--- src/rtl/step_pkg.sv ---
// Shared types, phase table and step helper for the multi-axis stepper controller.
package step_pkg;

    localparam int unsigned PHASE_W = 3;

    typedef logic [PHASE_W-1:0] phase_t;
    typedef logic [3:0]         coil_t;

    // Index 1 is the first two-coil pattern; full-step mode walks the odd entries.
    localparam phase_t PHASE_IDX_RESET = phase_t'(1);

    localparam coil_t PHASE_TABLE [8] = '{
        4'b1000, 4'b1100, 4'b0100, 4'b0110,
        4'b0010, 4'b0011, 4'b0001, 4'b1001
    };

    // Full-step from an even (one-coil) index moves by 1 to land back on a two-coil pattern.
    function automatic phase_t next_phase(input phase_t idx, input logic fwd, input logic half);
        phase_t delta;
        delta = (half || !idx[0]) ? phase_t'(1) : phase_t'(2);
        return fwd ? phase_t'(idx + delta) : phase_t'(idx - delta);
    endfunction

endpackage

--- src/rtl/step_debounce.sv ---
// Single-bit debouncer: output follows input after DB_CYCLES consecutive cycles of a new value.
module step_debounce #(
    parameter int unsigned DB_CYCLES = 1000000
) (
    input  logic clk,
    input  logic rst,
    input  logic din,
    output logic dout
);

    localparam int unsigned      CNT_W    = $clog2(DB_CYCLES);
    localparam logic [CNT_W-1:0] CNT_LAST = CNT_W'(DB_CYCLES - 1);

    logic [CNT_W-1:0] cnt;

    always_ff @(posedge clk) begin
        if (rst) begin
            cnt  <= '0;
            dout <= 1'b0;
        end else if (din == dout) begin
            cnt <= '0;
        end else if (cnt == CNT_LAST) begin
            cnt  <= '0;
            dout <= din;
        end else begin
            cnt <= cnt + 1'b1;
        end
    end

endmodule

--- src/rtl/multi_axis_step_ctrl.sv ---
// N-axis unipolar stepper controller: debounced controls, shared step-rate divider,
// per-axis phase sequencing, limit inhibit and home-referenced position tracking.
module multi_axis_step_ctrl
    import step_pkg::*;
#(
    parameter int unsigned N_AXES    = 2,
    parameter int unsigned DIV_W     = 24,
    parameter int unsigned DB_CYCLES = 1000000,
    parameter int unsigned POS_W     = 16
) (
    input  logic                    clk,
    input  logic                    rst,
    input  logic [N_AXES-1:0]       dir,
    input  logic [N_AXES-1:0]       en,
    input  logic [N_AXES-1:0]       lim_min,
    input  logic [N_AXES-1:0]       lim_max,
    input  logic                    half_step,
    input  logic [DIV_W-1:0]        step_div,
    output logic [4*N_AXES-1:0]     coil_out,
    output logic [POS_W*N_AXES-1:0] position,
    output logic [N_AXES-1:0]       limit_hit,
    output logic                    tick
);

    logic [4*N_AXES-1:0] raw_in;
    logic [4*N_AXES-1:0] db_out;
    logic [N_AXES-1:0]   dir_db;
    logic [N_AXES-1:0]   en_db;
    logic [N_AXES-1:0]   min_db;
    logic [N_AXES-1:0]   max_db;

    assign raw_in = {lim_max, lim_min, en, dir};

    for (genvar i = 0; i < 4 * N_AXES; i++) begin : g_db
        step_debounce #(
            .DB_CYCLES(DB_CYCLES)
        ) u_db (
            .clk (clk),
            .rst (rst),
            .din (raw_in[i]),
            .dout(db_out[i])
        );
    end

    assign dir_db = db_out[N_AXES-1:0];
    assign en_db  = db_out[2*N_AXES-1:N_AXES];
    assign min_db = db_out[3*N_AXES-1:2*N_AXES];
    assign max_db = db_out[4*N_AXES-1:3*N_AXES];

    logic [DIV_W-1:0] div_cnt;
    logic [DIV_W-1:0] div_last;

    // A zero divisor behaves as 1, i.e. a tick every cycle.
    always_comb begin
        div_last = (step_div == '0) ? '0 : step_div - 1'b1;
    end

    always_ff @(posedge clk) begin
        if (rst) begin
            div_cnt <= '0;
            tick    <= 1'b0;
        end else if (div_cnt >= div_last) begin
            div_cnt <= '0;
            tick    <= 1'b1;
        end else begin
            div_cnt <= div_cnt + 1'b1;
            tick    <= 1'b0;
        end
    end

    for (genvar k = 0; k < N_AXES; k++) begin : g_axis
        phase_t           idx;
        phase_t           idx_nxt;
        coil_t            coil_q;
        logic [POS_W-1:0] pos_q;
        logic             hit_q;
        logic             inhibit;
        logic             do_step;

        always_comb begin
            inhibit = dir_db[k] ? max_db[k] : min_db[k];
            do_step = tick && en_db[k] && !inhibit;
            idx_nxt = do_step ? next_phase(idx, dir_db[k], half_step) : idx;
        end

        always_ff @(posedge clk) begin
            if (rst) begin
                idx    <= PHASE_IDX_RESET;
                coil_q <= '0;
                pos_q  <= '0;
                hit_q  <= 1'b0;
            end else begin
                idx    <= idx_nxt;
                coil_q <= en_db[k] ? PHASE_TABLE[idx_nxt] : '0;
                // Home switch wins over any step taken in the same cycle.
                if (min_db[k]) begin
                    pos_q <= '0;
                end else if (do_step) begin
                    pos_q <= dir_db[k] ? pos_q + 1'b1 : pos_q - 1'b1;
                end
                if (!en_db[k]) begin
                    hit_q <= 1'b0;
                end else if (tick && inhibit) begin
                    hit_q <= 1'b1;
                end
            end
        end

        assign coil_out[4*k +: 4]         = coil_q;
        assign position[POS_W*k +: POS_W] = pos_q;
        assign limit_hit[k]               = hit_q;
    end

endmodule

--- config.mk ---
export PLATFORM = sky130hd
export DESIGN_NAME = multi_axis_step_ctrl
export DESIGN_NICKNAME = d
export VERILOG_FILES = /design/src/rtl/step_pkg.sv /design/src/rtl/step_debounce.sv /design/src/rtl/multi_axis_step_ctrl.sv
export SDC_FILE = /design/constraint.sdc
export NUM_CORES = 1
export LEC_CHECK = 0
export CAP_MARGIN = 40
export CORE_MARGIN = 1
export CORE_UTILIZATION = 58
export CTS_CLUSTER_DIAMETER = 50
export DETAILED_ROUTE_END_ITERATION = 16
export GPL_ROUTABILITY_DRIVEN = 0
export PLACE_DENSITY = 0.78
export SLEW_MARGIN = 10
export SYNTH_ARGS = -nofsm -noshare
export SYNTH_HDL_FRONTEND = slang
export SYNTH_SLANG_ARGS = --single-unit
--- constraint.sdc ---
create_clock -name clk -period 7.9 [get_ports clk]
set_input_delay 1.58 -clock clk [delete_from_list [all_inputs] [get_ports clk]]
set_output_delay 1.58 -clock clk [all_outputs]
set_load 0.01 [all_outputs]
# Yosys cells after proc, flatten, opt, wreduce, memory -nomap -nowiden
# Memories as Yosys holds them, arrays and structs flattened. A register that Yosys moved wholly into a read port is not among the register bits.
# Index checks and enable logic that the tools add are counted.
# totals
output_inout_bits,43
elab_cells,119
rom_bits,64
input_bits,35
reg_bits,233
mem_count,2
# memory_table
name,words,word_bits,read_ports,rd_clocked_by_memory_dff,write_ports,line,text
(no name shown),8,4,1,1,0,multi_axis_step_ctrl.sv:94,coil_q <= en_db[k] ? PHASE_TABLE[idx_nxt] : '0;
(no name shown),8,4,1,1,0,multi_axis_step_ctrl.sv:94,
# op_classes
n_eq_ne,16
n_addsub,18
magnitude_cmp,1
muxes,12
reduce_logical,34
bitwise,12
# op_table
op,count
adder 20 x 1 -> 20 bit (second input constant),8
equality test 20 bit (second input constant),8
adder 16 x 1 -> 16 bit (second input constant),2
2-to-1 mux 16 bit,2
subtractor 16 x 1 -> 16 bit (second input constant),2
adder 24 x 1 -> 24 bit (second input constant),1
>= comparator 24 bit,1
zero test 24 bit,1
2-to-1 mux 24 bit,1
OR reduction 3 bit,8
subtractor 24 x 1 -> 24 bit (second input constant),1
AND reduction 2 bit,8
2-to-1 mux 3 bit,4
NOT 1 bit,10
OR reduction 2 bit,5
equality test 1 bit,8
NOT 3 -> 4 bit,2
adder 3 x 2 -> 3 bit,2
logical AND 1 bit,6
subtractor 3 x 2 -> 3 bit,2
zero test 1 bit,4
2-to-1 mux 2 bit,2
2-to-1 mux 1 bit,3
logical OR 1 bit,2

# Logic depth before layout (Yosys ltp)
# logic_depth
ltp_word,7
ltp_mapped,16
mapped_depth_nobuf,15

# Modules after synthesis
# Synthesis repeated with hierarchy kept, for this count alone.
# unflattened
cells_unflattened,1505
area_unflattened_um2,13306.5
# modules_own_cells
module,n_inst,seq_area_each_um2,cells_each,area_each_um2
step_debounce,8,420.4,107,992.2
multi_axis_step_ctrl,1,1461.4,649,5368.9

# Worst setup path after synthesis
# No wires, ideal clock.
# synth_timing
path_kind,in2reg
startpoint,input step_div[11]
endpoint,register div_cnt[21]
setup_ns,0.070
path_slack_ns,3.037
t_required_ns,7.830
path_buffers,0
arrival_ns,4.793
stages,15
path_cell_list,or4_1 or2_1 or3_4 or3_4 nor2_2 xor2_1 nand2_1 ha_1 a21o_1 a21o_1 a21oi_1 o21ai_1 nor2_1 nand2_1 a21oi_1
# synth_via
elab_chain_cells,4
word_cells_on_any_way,5
cone_classes,add/sub (1); order compare (1); mux (1); reduce/logical (2)
# synth_rtl
item,line,text
start: declaration,multi_axis_step_ctrl.sv:18,"input logic [DIV_W-1:0] step_div,"
subtractor 24 x 1 -> 24 bit / zero test 24 bit (equally long branches),multi_axis_step_ctrl.sv:55,div_last = (step_div == '0) ? '0 : step_div - 1'b1;
2-to-1 mux 24 bit *,multi_axis_step_ctrl.sv:55,
>= comparator 24 bit *,multi_axis_step_ctrl.sv:62,end else if (div_cnt >= div_last) begin
OR reduction 2 bit (no line) *,n/a,
end signal: assignment,multi_axis_step_ctrl.sv:66,div_cnt <= div_cnt + 1'b1;
end: declaration,multi_axis_step_ctrl.sv:50,logic [DIV_W-1:0] div_cnt;
# Every way passes the cells marked *; elsewhere a longest branch is shown, timed or not.
# A chain may end at the register's enable or synchronous reset.

# Final worst setup path
# layout_timing
startpoint,input step_div[5]
endpoint,register div_cnt[21]
# Same word-level chain as after synthesis.

==> metrics.md <==
| Metric | Value |
|---|---|
| Outcome | finished, final reports clean |
| CTS clk-pin slew, worst paths | 0.06 ns |
| Total wire length | 25.33 mm |
| Worst Hold Depth | 1 |
| Post-synth cell types | 56 |
| Sequential-to-total area share from yosys stat | 38.82% |
| CP bufs+invs | 2 |
| Clock power frac | 50.6% |
| Filler cells | 1680 |
| Num CTS Buffers | 28 |
| Critical Path RT | 8.35 ns |
| H-tree levels | 1 |
| Max-Slew Margin vs Limit | 43.76% |
| Cts repair resizes | 0 |
| Final hold vios | 0 |
| Clock buffer depth | 3 |
| Antenna violations before repair | 0 |
| Fin crit share | 69.77% |
| DP HPWL | 17.52 mm |
| Critical Path AT | 5.96 ns |
| Slew Limit Fails | 0 |
| WS Path Type | primary input to register |
| Post-CTS setup buffer count | 0 |
| Die footprint | 22020 um^2 |
| Overall Power | 2.644 mW |
| Main synth FF type | dfxtp_1 |
| Syn. warnings | 0 |
| Cts hold-fix bufs | 0 |
| Comb pwr share | 3.0% |
| Gr usage total | 23.03% |
| Iteration count of the initial detailed-routing pass | 5 |
| Worst Skew | 0.01134 ns |
| Core Region | 21020 um^2 |
| Final setup violation count | 0 |
| IO Count | 78 |
| Post-route DRC | 0 |
| Post-synth top area cell | dfxtp_1 |
| FP Rows | 53 |
| Reg2reg end | g_axis[1].pos_q[14] |
| Post-synth top cells | nor2_1, dfxtp_1, nand2_1 |
| Share of cells above drive strength 1 | 4.105% |
| VDD IR max | 0.0001404 V |
| CP peak stage delay | 0.52 ns |
| Total number of vias | 10.13k |
| Multi-input logic area | 7278 um^2 |
| Setup TNS Final | 0 ns |
| RSZ-0062 raised after global routing | no |
| Via-per-instance ratio | 5.525 |
| Worst setup SP type | primary input |
| Hold_ws | 0.4420 ns |
| CP Capture Type | register |
| Max Cap Viol | 0 |
| Final worst path period need | 5.512 ns |
| Grt ovf | 0 |
| Largest net degree at the start of global routing | 42 |
| Register area | 4825 um^2 |
| Nets | 1644 |
| Chip Width | 148.4 um |
| Syn Std Cell Area | 12430 um^2 |
| Routed Antenna Nets | 0 |
| Post-Syn Instances | 1481 |
| Starting DRT DRC Count | 500 |
| Ant. Diodes | 0 |
| Slowest CP cell | nor4_1 |
| Top cells by area, synth | dfxtp_1, xor2_1, nor2_1, xnor2_1, ha_1 |
| Top delay family on crit path | simple AND/OR/NAND/NOR gates |
| FMAX | 0.1814 GHz |
| Mean Syn Cell Area | 8.393 um^2 |
| RR Startpoint | g_db[1].u_db.dout |
| Synthesized flop and latch total | 241 |
| HP Class | register to register |
| Top cell type's share of synthesized area | 38.82% |
| CTS Root Cell | clkbuf_16 |
| Least-Margin Pin Slew | 0.8413 ns |
| Synth async-reset ratio | 0% |
| Syn nets | 1583 |
| Worst Hold Path EP | g_db[2].u_db.cnt[0] |
| Power Density | 184.3 nW/um^2 |
| Clk sink count | 241 |
| Crit-path cells | clkdlybuf4s50_1 -> nor4_1 -> nand3_1 -> or3_4 -> or3_4 -> nor2_2 -> xor2_1 -> nand2_1 -> ha_1 -> a21o_1 -> a21o_1 -> a21oi_1 -> o21ai_1 -> buf_4 -> nor2_1 -> nand2_1 -> a21oi_1 |
| Number of synthesized flops with an enable pin | 0 |
| R2r worst-path depth | 9 |
| Buffers on Ports | 77 |
| Reg2reg setup slack | 4.37 ns |
| Sw Ratio | 20.96% |
| Net Switching | 554.2 uW |
| Die height | 148.4 um |
| Initial Util | 59.13% |
| Vias in the first global route | 9571 |
| CTS tree | yes |
| Worst-Skew Late Latency | 0.53 ns |
| Hold path startpoint | g_db[2].u_db.cnt[0] |
| Reg power frac | 46.4% |
| Most common cell in the synthesized netlist | nor2_1 |
| Worst-path fanout max | 10 |
| Internal power | 2.090 mW |
| Leakage | 5.440 nW |
| First-pass GRT wire length | 43.06 mm |
| WL/cell | 13.81 um |
| Area Growth Syn to Fin | 15.46% |
[metrics by stage]
| step | area, um^2 | setup WS, ns | util [%] | std cells |
|---|---|---|---|---|
| final | 14350 | 2.388 | 68.27 | 1834 |
| after detailed placement | 13380 | 1.848 | 63.66 | 1787 |
| after global routing | 14350 | 2.111 | 68.27 | 1834 |
| after floorplan | 12430 | 3.037 | - | 1481 |
| after CTS | 14350 | 2.397 | 68.27 | 1834 |
| after global placement | 13360 | 1.983 | 63.55 | 1785 |
[power groups by stage]
stage	logic (mW)	registers [mW]	clock network (mW)
4_1_cts	0.0811	1.23	1.36
6_report	0.0800	1.23	1.34
5_1_grt	0.0903	1.23	1.41
2_1_floorplan	0.0476	1.25	0
3_3_place_gp	0.0780	1.25	0
3_5_place_dp	0.0806	1.25	0
[final cells by class]
| type | count | area share, % |
|---|---|---|
| Multi-Input combinational cell | 1155 | 50.71 |
| Inverter | 35 | 0.9154 |
| Tap cell | 275 | 2.398 |
| Clock buffer | 35 | 5.493 |
| Sequential cell | 241 | 33.62 |
| Clock inverter | 12 | 1.264 |
| Timing Repair Buffer | 81 | 5.597 |
[how the worst max path moves through the flow]
stage / slack, ns / endpoint / cells after the start / start
after floorplan: 3.04 / div_cnt[21] / 15 / step_div[11]
after detailed placement: 1.85 / div_cnt[21] / 17 / step_div[5]
after CTS: 2.40 / div_cnt[21] / 17 / step_div[5]
final: 2.39 / div_cnt[21] / 17 / step_div[5]
after global routing: 2.11 / div_cnt[19] / 17 / step_div[5]
after global placement: 1.98 / div_cnt[23] / 16 / step_div[5]
[kinds of logic (layout without fill, tap and decap cells)]
| kind of cell | Yosys count | in the layout | synth area share (%) |
|---|---|---|---|
| xor gates and xnor gates | 214 | 214 | 15.08 |
| buffers and inverters | 85 | 163 | 2.627 |
| muxes | 13 | 13 | 1.047 |
| and+or+nand+nor | 679 | 679 | 25.92 |
| DFF | 241 | 241 | 38.82 |
| adders and majority gates | 67 | 67 | 6.986 |
| AOI/OAI and AO/OA | 182 | 182 | 9.523 |
[per-layer routing]
layer / vias up / track usage, % / share of wire, %
met5: - / 0 / 0
met4: 0 / 6.649 / 2.3
met3: 39 / 2.975 / 3.4
met2: 177 / 39.86 / 47
met1: 4693 / 29.92 / 47
li1: 5224 / - / -
[placed cells by master (no fill, tap or decap), types with 5 or more instances in the layout]
master and instances:
a2111oi_0 16, a211o_1 7, a21o_1 28, a21oi_1 67, and2_1 10, and3_1 41
and4_1 8, clkbuf_16 29, clkdlybuf4s50_1 76, dfxtp_1 241, ha_1 63, inv_1 35
mux2i_1 13, nand2_1 132, nand2b_1 5, nand3_1 113, nand4_1 30, nor2_1 242
nor2b_1 6, nor3_1 20, nor4_1 20, nor4b_1 5, o211ai_1 6, o21ai_0 24
or2_2 6, or3_1 16, or4_1 9, xnor2_1 102, xor2_1 112
[flip-flops by register name (all words and copies together) (netlist names)]
signal,cells
g_axis.pos_q,32
g_db.u_db.cnt,160
tick,1
div_cnt,24
g_db.u_db.dout,8
g_axis.hit_q,2
g_axis.coil_q,8
g_axis.idx,6
(Power assumes the default switching activity.)
